--- config.mk ---
export PLATFORM = sky130hd
export DESIGN_NAME = if_fetch
export DESIGN_NICKNAME = d
export VERILOG_FILES = /design/src/rtl/if_fetch.sv
export SDC_FILE = /design/constraint.sdc
export NUM_CORES = 1
export LEC_CHECK = 0
export BUFFER_PORTS_ARGS = -buffer_cell sky130_fd_sc_hd__buf_2
export CORE_MARGIN = 3
export CORE_UTILIZATION = 58
export DETAILED_ROUTE_END_ITERATION = 6
export PLACE_DENSITY = 0.95
export SYNTH_ARGS = -nofsm -noshare
export SYNTH_HDL_FRONTEND = slang
export SYNTH_SLANG_ARGS = --single-unit
--- constraint.sdc ---
create_clock -name clk -period 4.25 [get_ports clk]
set_clock_uncertainty 0.15 [all_clocks]
set_input_delay 1.0625 -clock clk [delete_from_list [all_inputs] [get_ports clk]]
set_output_delay 1.0625 -clock clk [all_outputs]
set_load 0.005 [all_outputs]
--- src/rtl/if_fetch.sv ---
// Instruction-fetch stage: one outstanding SRAM request at a time, buffering
// the returned word while ID is stalled, and redirecting after the delay slot.
module if_fetch #(
  parameter logic [31:0] RESET_PC = 32'hBFC0_0000
) (
  input  logic        clk,
  input  logic        rst,
  input  logic [5:0]  stall,
  input  logic [32:0] br_bus,
  output logic        inst_sram_req,
  output logic [31:0] inst_sram_addr,
  input  logic        inst_sram_addr_ok,
  input  logic        inst_sram_data_ok,
  input  logic [31:0] inst_sram_rdata,
  output logic [32:0] if_to_id_bus,
  output logic [31:0] if_inst,
  output logic        stallreq
);

  typedef enum logic [1:0] {
    S_REQ,
    S_WAIT,
    S_HOLD
  } state_t;

  state_t      state;
  logic [31:0] fetch_pc;
  logic        redir_v;
  logic [31:0] redir_pc;
  logic        hold_v;
  logic [31:0] hold_pc;
  logic [31:0] hold_inst;
  logic        discard;

  logic        br_e;
  logic [31:0] br_addr;
  logic        id_stop;
  logic        accept;
  logic [31:0] next_pc;
  logic        unused_bits;

  assign br_e    = br_bus[32];
  assign br_addr = br_bus[31:0];
  assign id_stop = stall[1];

  assign inst_sram_req  = !rst && (state == S_REQ) && !stall[0] && !discard;
  assign inst_sram_addr = {fetch_pc[31:2], 2'b00};
  assign stallreq       = !rst && ((state == S_REQ) ||
                                   ((state == S_WAIT) && !inst_sram_data_ok));

  always_comb begin
    if_to_id_bus = '0;
    if_inst      = '0;
    if (!rst) begin
      if ((state == S_WAIT) && inst_sram_data_ok) begin
        if_to_id_bus = {1'b1, fetch_pc};
        if_inst      = inst_sram_rdata;
      end else if ((state == S_HOLD) && hold_v) begin
        if_to_id_bus = {1'b1, hold_pc};
        if_inst      = hold_inst;
      end
    end
  end

  // A redirect arriving in the same cycle as the delay slot is accepted wins
  assign accept  = if_to_id_bus[32] && !id_stop;
  assign next_pc = br_e ? br_addr : (redir_v ? redir_pc : fetch_pc + 32'd4);

  assign unused_bits = ^{stall[5:2], fetch_pc[1:0]};

  always_ff @(posedge clk) begin
    if (rst) begin
      state     <= S_REQ;
      fetch_pc  <= RESET_PC;
      redir_v   <= 1'b0;
      redir_pc  <= '0;
      hold_v    <= 1'b0;
      hold_pc   <= '0;
      hold_inst <= '0;
      // Remember a request the SRAM still owes us so its data is dropped later
      discard   <= ((state == S_WAIT) && !inst_sram_data_ok) ||
                   ((state == S_REQ) && inst_sram_addr_ok) ||
                   (discard && !inst_sram_data_ok);
    end else begin
      if (br_e) begin
        redir_v  <= 1'b1;
        redir_pc <= br_addr;
      end
      if (accept) begin
        fetch_pc <= next_pc;
        redir_v  <= 1'b0;
      end
      case (state)
        S_REQ: begin
          if (discard) begin
            if (inst_sram_data_ok) discard <= 1'b0;
          end else if (inst_sram_req && inst_sram_addr_ok) begin
            state <= S_WAIT;
          end
        end
        S_WAIT: begin
          if (inst_sram_data_ok) begin
            if (id_stop) begin
              state     <= S_HOLD;
              hold_v    <= 1'b1;
              hold_pc   <= fetch_pc;
              hold_inst <= inst_sram_rdata;
            end else begin
              state <= S_REQ;
            end
          end
        end
        S_HOLD: begin
          if (!id_stop) begin
            state  <= S_REQ;
            hold_v <= 1'b0;
          end
        end
        default: state <= S_REQ;
      endcase
    end
  end

endmodule

# Yosys cells after proc, flatten, opt, wreduce, memory -nomap -nowiden

Cells that the tools add are included.

Add/sub/neg operators: 1
Multiplexer cells: 22
Reductions and logical operators: 26
Eq/ne operators: 7

Operators by type and width:

| kind                                                            | count |
|---|---|
| 32-bit 2-to-1 mux                                               | 5 |
| 33-bit 2-to-1 mux                                               | 3 |
| 32-bit by 3-bit adder with 32-bit output, second input constant | 1 |
| 1-bit logical AND                                               | 11 |
| 2-bit 2-to-1 mux                                                | 5 |
| 2-bit != test, second input constant                            | 4 |
| 4-bit AND reduction                                             | 2 |
| 1-bit 2-to-1 mux                                                | 7 |
| 2-bit one-hot mux with 3 select lines                           | 1 |
| 1-bit logical NOT                                               | 5 |
| 2-bit nonzero test                                              | 2 |
| 1-bit logical OR                                                | 3 |
| 3-bit AND reduction                                             | 1 |
| 2-bit by 1-bit == test with 1-bit output, second input constant | 1 |
| 2-bit == test, second input constant                            | 1 |
| 2-bit logical NOT                                               | 1 |
| 2-bit by 1-bit != test with 1-bit output, second input constant | 1 |
| 1-bit one-hot mux with 2 select lines                           | 1 |
| 2-bit OR reduction                                              | 1 |

Register bits: 133
Logic and storage cells: 64
Output and inout port bits: 99
Input port bits: 75

# Depth between registers and ports, before layout

Depth after elaboration: 8
Mapped depth: 8
Mapped depth without buffers: 6

# Worst setup path before layout

No wires, ideal clock.

Path type: input to output
Start: input port inst_sram_data_ok
End: output port if_to_id_bus[32]
Stages on the path: 6
Buffers on the path: 3
Arrival time: 2.181 ns
Data required time: 3.038 ns
Setup slack: 0.857 ns
Cells stage by stage: and3b_1 > clkbuf_1 > o21ai_0 > clkbuf_1 > clkbuf_1 > inv_1

Word-level cells in the longest chain between the ends: 3

Ends and longest elaborated chain:

| item              | RTL line | source |
|---|---|---|
| start, declared   | 13       | `input logic inst_sram_data_ok,` |
| 1-bit logical AND | 55       | `if ((state == S_WAIT) && inst_sram_data_ok) begin` |
| 33-bit 2-to-1 mux | 55       |  |
| 33-bit 2-to-1 mux | 54       | `if (!rst) begin` |
| end, declared     | 15       | `output logic [32:0] if_to_id_bus,` |

No other way between the ends.

# Final worst setup path

Start: input port inst_sram_data_ok
End: output port if_to_id_bus[2]

Same word-level chain as after synthesis.

==> metrics.yaml <==
gr-usage-all-layers: 0.2964
ys_warn_count: 0
postPlaceCellArea_um2: 7486
placement.io_buffers: 167
cts_inserted_buffers: 17
asyncSetResetFlopFracSynth: 0
antenna_left: 0
first_iter_violations: 1190
synthDominantAreaCellType: "sky130_fd_sc_hd__dfxtp_1"
crit_path_start: "inst_sram_data_ok"
worst_hold_slack_ps: 303.3
tritoncts_clock_tree: "done"
synthesis.area_per_instance_um2: 7.138
design.final.nets: 1127
clock.fmax_mhz: 274.2
wl_per_cell_um: 16.50
via_count: 7252
setup_viol_count_final: 0
cp.arrival_ps: 2430
number_of_register_bits_inferred_by_synthesis: 133
ir_worst_vdd_mv: 0.3020
hold_violations: 0
holdBufCountCts: 0
power_density_nw_per_um2: 378.6
clkLatencyLatePin_ps: 420
totalNegativeSetupSlack_ps: 0
drive_gt1_frac: 0.2190
endpoint: "if_to_id_bus[2]"
initial_utilization: 0.5976
cts_htree_levels: 4
die-width_um: 114.7
rsz0062_at_grt: "no"
cp-start-kind: "input port"
cts.repair_timing.setup_buffer_count: 0
cp_cell_sequence: "buf_2, and3b_2, buf_12, nand2_1, a21oi_1, buf_2"
cp-end-kind: "primary output"
drt-pass1-iter-count: 6
timing.rr.start: "state[0]"
cts_root_buf: "sky130_fd_sc_hd__clkbuf_16"
synth_cell_types: 64
initial_antenna_violation_count: 0
hp-class: "reg -> reg"
p_leak_nw: 3.135
run_status: "finished, final reports clean"
crit_path_frequent_cell: "sky130_fd_sc_hd__buf_2"
sequential_area_share_after_synthesis: 0.3900
ios: 174
synth_cells: 960
maxCapViolations: 0
dp_hpwl_mm: 12.76
timing.final.ws_setup_ps: 603.1
final_cell_mix: "sky130_fd_sc_hd__nand2_1 (292), sky130_fd_sc_hd__buf_2 (166), sky130_fd_sc_hd__a21oi_1 (158)"
worst-r2r-cell-count: 5
diodes: 0
worst-r2r-setup-slack_ps: 1620
grt_start_max_net_pins: 72
post_drt_via_cell_ratio: 6.008
ctsLongestPathBuffers: 2
layout_worst_path_cycle_share: 0.8581
final_max_slew_viol_count: 0
num_rows: 39
slew_headroom: 0.2809
wl_mm: 19.92
tightest_slew_ps: 1078
clk_transition_reported_paths_ps: 60
post_synth_edffs: 1
post-route-cell-area_um2: 8113
worst_reg2reg_path_endpoint: "fetch_pc[15]"
critical_path.max_stage_delay_ps: 490
floorplan.die_area_um2: 13150
post-synth-top-area-fraction: 0.3856
critPathKind: "in -> out"
postCtsResizedCells: 0
number_of_global_route_vias_before_repair: 6369
drc: 0
global_route_wire_length_before_repair_mm: 31.29
yosys_most_used_dff: "sky130_fd_sc_hd__dfxtp_1"
clock_sinks: 133
pre_cts_ws_ps: 671.1
synth.cell_area_um2: 6853
synthTopCellsByArea: "sky130_fd_sc_hd__dfxtp_1 (39%), sky130_fd_sc_hd__nand2_1 (16%), sky130_fd_sc_hd__a21oi_1 (12%)"
slowest_stage_cell_cp: "sky130_fd_sc_hd__and3b_2"
final_common_cell: "sky130_fd_sc_hd__nand2_1"
final.min_clock_period_ps: 3647
gpl.final_weighted_congestion: 0.9469
core-area_um2: 11470
die_height_um: 114.7
fillCellCount: 873
worstPathMaxFanout: 51
area.growth.synth_to_final_pct: 18.39
post-layout-total-power_w: 0.003071
worst_ep_required_time_ps: 3040
overflow: 0
==> report_power, final <==
part | internal [W] | switching, W
logic | 0.0000833 | 0.000146
registers | 0.00128 | 0.0000247
clock network | 0.000985 | 0.000552
total | 0.00235 | 0.000723
==> cell families after synthesis <==
family                     synth area share
muxes                               0.04254
other                             0.0005472
buffers and inverters               0.08618
adders and majority gates          0.001826
xor gates and xnor gates           0.001278
AOI/OAI and AO/OA                    0.2114
and+or+nand+nor                      0.2662
DFF                                  0.3900
==> area by class of cell <==
type | instances | area [um2] | share of cell area
inverters | 10 | 37.54 | 0.004627
repair buffers | 181 | 980.9 | 0.1209
multi-input cells | 708 | 3616 | 0.4457
flip-flops and latches | 133 | 2673 | 0.3294
clock buffers | 21 | 480.5 | 0.05922
well taps | 143 | 178.9 | 0.02205
clock inverters | 11 | 146.4 | 0.01804
==> worst max-delay path, delay by kind of cell <==
kind                   cells  cell delay (ps)
AOI/OAI and AO/OA          1              210
and+or+nand+nor            2              590
buffers and inverters      3              560
==> Yosys cell counts (2+ instances only) <==
cell	instances
sky130_fd_sc_hd__or2_2	2
sky130_fd_sc_hd__nand3b_1	2
sky130_fd_sc_hd__nor4_1	4
sky130_fd_sc_hd__o22ai_1	3
sky130_fd_sc_hd__a221o_1	6
sky130_fd_sc_hd__nand4_1	7
sky130_fd_sc_hd__a211oi_1	5
sky130_fd_sc_hd__nor2_1	64
sky130_fd_sc_hd__a221oi_1	4
sky130_fd_sc_hd__o21bai_1	2
sky130_fd_sc_hd__or4_4	2
sky130_fd_sc_hd__nand3_1	14
sky130_fd_sc_hd__a22oi_1	2
sky130_fd_sc_hd__nor2b_1	3
sky130_fd_sc_hd__mux2i_1	28
sky130_fd_sc_hd__buf_1	2
sky130_fd_sc_hd__nor4_2	2
sky130_fd_sc_hd__a21oi_1	158
sky130_fd_sc_hd__clkbuf_1	60
sky130_fd_sc_hd__dfxtp_1	132
sky130_fd_sc_hd__o221a_1	2
sky130_fd_sc_hd__and3b_1	2
sky130_fd_sc_hd__and3_1	6
sky130_fd_sc_hd__o21ai_0	33
sky130_fd_sc_hd__a22o_1	3
sky130_fd_sc_hd__o2bb2ai_1	3
sky130_fd_sc_hd__a31oi_1	8
sky130_fd_sc_hd__o22a_1	3
sky130_fd_sc_hd__o21a_1	2
sky130_fd_sc_hd__buf_4	32
sky130_fd_sc_hd__inv_1	9
sky130_fd_sc_hd__nor3_2	3
sky130_fd_sc_hd__nand2_1	293
sky130_fd_sc_hd__buf_2	16
sky130_fd_sc_hd__or4_1	3
sky130_fd_sc_hd__or3_1	2
sky130_fd_sc_hd__nor3_1	8
sky130_fd_sc_hd__o211ai_1	4
==> registers in the layout, summed over array words and instances, names as in the netlist <==
| register | count |
|---|---|
| discard | 1 |
| fetch_pc | 32 |
| hold_inst | 32 |
| hold_pc | 32 |
| hold_v | 1 |
| redir_pc | 32 |
| redir_v | 1 |
| state | 2 |
==> metal layers <==
metal / GRT usage / vias to the layer above / wire [um]
li1: - / 3416 / -
met1: 0.3787 / 3320 / 8073
met4: 0.1432 / 0 / 778
met2: 0.4626 / 435 / 9069
met5: 0 / - / 0
met3: 0.08192 / 81 / 1999
==> through the flow <==
step	cells	utilization
after floorplan	961	-
after global placement	1175	0.6528
after detailed placement	1175	0.6528
after CTS	1207	0.7075
after global routing	1207	0.7075
final	1207	0.7075
==> worst min path at each step <==
stage	startpoint	end	depth (start not counted)
floorplan	hold_inst[0]	hold_inst[0]	2
global placement	hold_pc[25]	hold_pc[25]	2
detailed placement	hold_inst[15]	hold_inst[15]	2
CTS	hold_inst[15]	hold_inst[15]	2
global route	hold_pc[11]	hold_pc[11]	2
finish	hold_inst[3]	hold_inst[3]	2
Power figures use the tool's default switching activity.
